<file path="src/rtl/control_sequencer.sv">
// control_sequencer: hardwired Moore control unit for the 32-bit datapath.
// Steps fetch/decode/execute and drives every datapath and register strobe.
module control_sequencer (
  input  logic       clock,
  input  logic       reset,
  input  logic [4:0] opcode,
  input  logic       con_ff,
  input  logic       stop,
  output logic       PCout,
  output logic       PCin,
  output logic       IncPC,
  output logic       MARin,
  output logic       MDRin,
  output logic       MDRout,
  output logic       Read,
  output logic       Write,
  output logic       IRin,
  output logic       Yin,
  output logic       Zin,
  output logic       Zlowout,
  output logic       Cout,
  output logic       CONin,
  output logic       Gra,
  output logic       Grb,
  output logic       Grc,
  output logic       Rin,
  output logic       Rout,
  output logic       BAout,
  output logic [4:0] alu_op,
  output logic       run
);

  localparam logic [3:0] S_RESET = 4'd0;
  localparam logic [3:0] S_T0    = 4'd1;
  localparam logic [3:0] S_T1    = 4'd2;
  localparam logic [3:0] S_T2    = 4'd3;
  localparam logic [3:0] S_T3    = 4'd4;
  localparam logic [3:0] S_T4    = 4'd5;
  localparam logic [3:0] S_T5    = 4'd6;
  localparam logic [3:0] S_T6    = 4'd7;
  localparam logic [3:0] S_T7    = 4'd8;
  localparam logic [3:0] S_HALT  = 4'd9;

  localparam logic [4:0] ALU_ADD = 5'b00011;

  logic [3:0] state_q, state_d;
  logic       last;

  logic is_alu, is_addi, is_ldi, is_ld, is_st;
  logic is_br, is_halt, is_nop, is_mem, is_short;

  assign is_alu   = opcode inside {5'b00011, 5'b00100,
                                   5'b00101, 5'b00110};
  assign is_addi  = (opcode == 5'b01100);
  assign is_ldi   = (opcode == 5'b00001);
  assign is_ld    = (opcode == 5'b00000);
  assign is_st    = (opcode == 5'b00010);
  assign is_br    = (opcode == 5'b10010);
  assign is_halt  = (opcode == 5'b11011);
  assign is_mem   = is_ld | is_st;
  assign is_short = is_alu | is_addi | is_ldi;
  assign is_nop   = ~(is_short | is_mem | is_br | is_halt);

  // State register; reset aborts any step immediately
  always_ff @(posedge clock) begin
    if (reset) state_q <= S_RESET;
    else       state_q <= state_d;
  end

  // Step sequencing; stop only redirects the final step of an instruction
  always_comb begin
    state_d = state_q;
    last    = 1'b0;
    unique case (state_q)
      S_RESET: state_d = S_T0;
      S_T0:    state_d = S_T1;
      S_T1:    state_d = S_T2;
      S_T2:    state_d = S_T3;
      S_T3: begin
        if (is_halt)     state_d = S_HALT;
        else if (is_nop) last    = 1'b1;
        else             state_d = S_T4;
      end
      S_T4:    state_d = S_T5;
      S_T5: begin
        if (is_short) last    = 1'b1;
        else          state_d = S_T6;
      end
      S_T6: begin
        if (is_br) last    = 1'b1;
        else       state_d = S_T7;
      end
      S_T7:    last    = 1'b1;
      S_HALT:  state_d = S_HALT;
      default: state_d = S_RESET;
    endcase
    if (last) state_d = stop ? S_HALT : S_T0;
  end

  // Strobe generation from current step and opcode class
  always_comb begin
    PCout = 1'b0; PCin = 1'b0; IncPC = 1'b0;
    MARin = 1'b0; MDRin = 1'b0; MDRout = 1'b0;
    Read = 1'b0; Write = 1'b0; IRin = 1'b0;
    Yin = 1'b0; Zin = 1'b0; Zlowout = 1'b0;
    Cout = 1'b0; CONin = 1'b0;
    Gra = 1'b0; Grb = 1'b0; Grc = 1'b0;
    Rin = 1'b0; Rout = 1'b0; BAout = 1'b0;
    alu_op = 5'b00000;
    run = 1'b0;
    unique case (state_q)
      S_T0: begin
        run = 1'b1;
        PCout = 1'b1; MARin = 1'b1;
        IncPC = 1'b1; Zin = 1'b1;
      end
      S_T1: begin
        run = 1'b1;
        Zlowout = 1'b1; PCin = 1'b1;
        Read = 1'b1; MDRin = 1'b1;
      end
      S_T2: begin
        run = 1'b1;
        MDRout = 1'b1; IRin = 1'b1;
      end
      S_T3: begin
        run = 1'b1;
        if (is_alu | is_addi) begin
          Grb = 1'b1; Rout = 1'b1; Yin = 1'b1;
        end else if (is_ldi | is_mem) begin
          Grb = 1'b1; BAout = 1'b1; Yin = 1'b1;
        end else if (is_br) begin
          Gra = 1'b1; Rout = 1'b1; CONin = 1'b1;
        end
      end
      S_T4: begin
        run = 1'b1;
        if (is_alu) begin
          Grc = 1'b1; Rout = 1'b1; Zin = 1'b1;
          alu_op = opcode;
        end else if (is_addi | is_ldi | is_mem) begin
          Cout = 1'b1; Zin = 1'b1;
          alu_op = ALU_ADD;
        end else if (is_br) begin
          PCout = 1'b1; Yin = 1'b1;
        end
      end
      S_T5: begin
        run = 1'b1;
        if (is_short) begin
          Zlowout = 1'b1; Gra = 1'b1; Rin = 1'b1;
        end else if (is_mem) begin
          Zlowout = 1'b1; MARin = 1'b1;
        end else if (is_br) begin
          Cout = 1'b1; Zin = 1'b1;
          alu_op = ALU_ADD;
        end
      end
      S_T6: begin
        run = 1'b1;
        if (is_ld) begin
          Read = 1'b1; MDRin = 1'b1;
        end else if (is_st) begin
          Gra = 1'b1; Rout = 1'b1; MDRin = 1'b1;
        end else if (is_br) begin
          Zlowout = 1'b1; PCin = con_ff;
        end
      end
      S_T7: begin
        run = 1'b1;
        if (is_ld) begin
          MDRout = 1'b1; Gra = 1'b1; Rin = 1'b1;
        end else if (is_st) begin
          Write = 1'b1;
        end
      end
      default: run = 1'b0;
    endcase
  end

endmodule

</file>
<file path="config.mk">
export PLATFORM = sky130hd
export DESIGN_NAME = control_sequencer
export DESIGN_NICKNAME = d
export VERILOG_FILES = /design/src/rtl/control_sequencer.sv
export SDC_FILE = /design/constraint.sdc
export NUM_CORES = 1
export LEC_CHECK = 0
export BUFFER_PORTS_ARGS = -buffer_cell sky130_fd_sc_hd__buf_2
export CORE_ASPECT_RATIO = 0.6
export CORE_UTILIZATION = 30
export CTS_CLUSTER_SIZE = 12
export DETAILED_ROUTE_END_ITERATION = 7
export SLEW_MARGIN = 30
export SYNTH_ARGS = -nofsm -noshare
export SYNTH_HDL_FRONTEND = slang
export SYNTH_SLANG_ARGS = --single-unit
export TNS_END_PERCENT = 30
</file>
<file path="constraint.sdc">
create_clock -name clock -period 1.7 [get_ports clock]
set_clock_uncertainty 0.05 [all_clocks]
set_input_delay 0.17 -clock clock [delete_from_list [all_inputs] [get_ports clock]]
set_output_delay 0.17 -clock clock [all_outputs]
set_load 0.02 [all_outputs]
</file>
# Yosys cells after proc, flatten, opt, wreduce, memory -nomap -nowiden
# Index checks and enable logic that the tools add are counted.
[op_classes]
n_eq_ne = 22
bitwise_logic = 9
reduce_logical = 5
mux = 65
[ops]
columns = ["op", "count"]
rows = [
  ["$pmux 4 s10", 1],
  ["$mux 1", 38],
  ["$mux 4", 6],
  ["$pmux 1 s2", 9],
  ["$eq 4x3->1 const B", 4],
  ["$eq 5x3->1 const B", 3],
  ["$eq 5x2->1 const B", 2],
  ["$eq 5x5->1 const B", 2],
  ["$pmux 5 s2", 1],
  ["$or 1x1->1", 9],
  ["$pmux 1 s3", 3],
  ["$eq 4x2->1 const B", 2],
  ["$eq 4x4->1 const B", 2],
  ["$mux 2", 4],
  ["$pmux 1 s4", 2],
  ["$reduce_or 8->1", 1],
  ["$ne 3x3->1 const B", 2],
  ["$eq 5x1->1 const B", 1],
  ["$eq 5x4->1 const B", 1],
  ["$logic_not 5->1", 1],
  ["$mux 5", 1],
  ["$eq 4x1->1 const B", 1],
  ["$logic_not 4->1", 1],
  ["$ne 4x4->1 const B", 1],
  ["other kinds (3)", 3],
]
[totals]
in_bits = 9
output_inout_bits = 26
ff_bits = 4
wordCells = 102

# Longest topological paths before layout
[logic_depth]
depth_word = 12
depth_mapped = 6
depth_no_buf = 5

# Worst setup path after synthesis
# OpenSTA, ideal clock, no wires.
[synth_path]
path_type = "register -> output"
startpoint = "register state_q[3]"
endpoint = "output Rout"
required_time_ns = 1.480
t_arrival_ns = 1.968
path_slack_ns = -0.488
stages_incl_launch_ff = 7
path_buffers = 1
cell_sequence = "dfxtp_1 buf_2 nor2b_1 nand3b_1 nor4_1 a31oi_1 o21ai_0"
[synth_via]
elab_chain_len = 2
elab_cells_between_ends = 4
cone_classes = "eq/ne: 3; mux: 1"
[synth_rtl]
columns = ["item", "line", "source"]
rows = [
  ["start: declaration", "46", "logic [3:0] state_q, state_d;"],
  ["start signal: assignment", "67", "else state_q <= state_d;"],
  ["$eq 4x3->1", "111", "unique case (state_q)"],
  ["$pmux 1 s3 (*)", "111", ""],
  ["end: declaration", "27", "output logic Rout,"],
]
# Mark *: on every way between the ends. The rest lies on a longest branch, timed or not.

# Worst setup path in the final report
[layout_path]
startpoint = "register state_q[3]"
endpoint = "output Cout"
[layout_via]
elab_chain_len = 2
elab_cells_between_ends = 3
cone_classes = "eq/ne: 2; mux: 1"
[layout_rtl]
columns = ["item", "line", "source"]
rows = [
  ["$eq 4x3->1", "111", ""],
  ["$pmux 1 s2 (*)", "111", ""],
  ["end: declaration", "21", "output logic Cout,"],
]
# Marked as above.

==> metrics <==
f_max=0.532 GHz; Die Ht=40.8 um; Final Hold Viols=0; worst hold-check path type=input port to flip-flop; Buffers on Ports=32; worst path required time=1.48 ns; die area=2730 um^2; antenna violations before repair=0; failing checks=negative setup slack; # nets final=178; critical path class=flip-flop to output pin; Num CTS Buffers=3; critical-path cell list=buf_6 > nor2b_4 > nand3b_1 > buf_4 > o31ai_1 > buf_2; CTS tree=built; Final Core Density=0.593; PnR worst setup slack=-0.178 ns; First-pass DRT Iterations=4; Post-DP HPWL=2.04 mm; std cell rows=13; Largest register FFs=4; Top Registers=state_q (4); routed vias=1060; CP Max Fanout=4; htree depth=1; largest net degree at the start of global routing=15; clock-pin slew of the registers on the worst-case setup and hold paths=0.03 ns; vias in the first global route=897; max_cap viols=0; Root Buffer=clkbuf_8; Distinct cells, synth=44; Critical Path AT=1.66 ns; DP Worst Slack=-0.0273 ns; Max stage delay on crit path=0.31 ns; diodes inserted=0; commonest non-fill, non-tap cell in the layout=buf_4; worst reg2reg setup slack=0 ns; crit end category=output pin; Area Overhead vs Synth=77.8%; unrepaired setup endpoints after global routing=true; DRT iter0 DRCs=52; Worst path slowest cell=dfxtp_2; Pwr Density=487 nW/um^2; CTS Sinks=4; fraction of layout cells with a size suffix above 1=0.545; ys flop type=dfxtp_1; commonest cells after routing, fill and taps aside=31 x buf_4, 17 x buf_2, 11 x buf_6; startpoint types=flip-flop; GP Congestion=0.904; gr ovfl total=0; Slew Limit Fails=0; sequential cell area fraction in the yosys report=0.106; Clock Tree Buf Depth=2; worst vdd ir=0.218 mV; io pins=35; DIE WIDTH=66.7 um; area of the mapped netlist=754 um^2; first-pass GRT wire length=4.26 mm; global router's overall resource usage=0.218; crit share post-route=1.10; Total Routed Length=2.75 mm; Yosys reg bits=4; syn_area_per_cell=6.50 um^2; Ys Warns=0; Biggest register=state_q; Post-synth EDFFs=0; asr flop ratio synth=0; minimum clock period=1.88 ns; Residual DRC=0; Core ar.=2260 um^2; WL/cell=14.0 um; DR vias/cell=5.38; initial core utilization=0.334; cell count after synthesis=116; post-cts hold buffer count=0; Final ANT Viol Nets=0; status=finished, violations left; P_leak=0.598 nW; final count of negative-setup-slack endpoints=10; Clock Latency Late Sink=0.22 ns
## timing repair
item,in CTS,in global routing
setup buffers,1,0
endpoints found under the hold margin,0,0
resized for setup,33,23
setup endpoints to repair,16,24
pin swaps,10,6
## cell type report
class / count / area (um^2)
Fill cell: 217 / 920
Multi-Input combinational cell: 98 / 723
Timing Repair Buffer: 59 / 442
Sequential cell: 4 / 86.3
Clock buffer: 3 / 41.3
Tap cell: 30 / 37.5
Inverter: 3 / 11.3
## critical path, delay by kind of cell (launching register included)
| kind | cells | cell delay (ns) |
|---|---|---|
| and+or+nand+nor | 2 | 0.32 |
| buffers and inverters | 3 | 0.55 |
| AOI/OAI and AO/OA | 1 | 0.24 |
| DFF | 1 | 0.31 |
## synthesized netlist by cell type (4+ instances only)
library cell / instances / area share
buf_4: 4 / 0.040
nand3_1: 6 / 0.040
buf_2: 5 / 0.033
nand2b_1: 4 / 0.033
nor3_1: 6 / 0.040
dfxtp_1: 4 / 0.11
nand2_1: 11 / 0.055
o21ai_0: 8 / 0.053
a21oi_1: 8 / 0.053
nor2_1: 8 / 0.040
## metrics by stage
step                power [mW]  cells  hold slack, ns  TNS [ns]  area [um^2]
CTS                      0.633    197           0.124    -0.497         1260
floorplan                0.293    117           0.196    -0.387          778
detailed placement       0.403    193           0.345   -0.0560         1100
global placement         0.398    193           0.339    -0.158         1100
finish                   0.653    197           0.134    -0.719         1340
global route             0.694    197           0.134     -1.68         1340
## metal layers
metal | routed length (um) | part of all wire | global-route usage | up-vias
li1 | - | - | - | 527
met2 | 1220 | 0.45 | 0.356 | 40
met4 | 20 | 0.0073 | 0.0638 | 0
met5 | 0 | 0 | 0 | -
met1 | 1330 | 0.49 | 0.301 | 491
met3 | 170 | 0.062 | 0.0333 | 2
## cell families after synthesis
kind of cell / share of synthesized area
buffers and inverters: 0.103
AOI/OAI and AO/OA: 0.257
DFF: 0.106
other: 0.00497
muxes: 0.0415
xor gates and xnor gates: 0.0348
and+or+nand+nor: 0.453
## where the power goes
part	internal [mW]	switching, mW	leakage [nW]	total, mW
Sequential	0.103	0.00888	0.0342	0.112
Clock	0.151	0.0481	0.0216	0.199
Combinational	0.152	0.190	0.542	0.342
## final timing paths
kind               from         end  depth (start not counted)
max          state_q[3]        Cout                          6
max reg2reg  state_q[3]  state_q[1]                          8
min reg2reg  state_q[3]  state_q[1]                          3
min               reset  state_q[1]                          2
(Power assumes the default switching activity.)
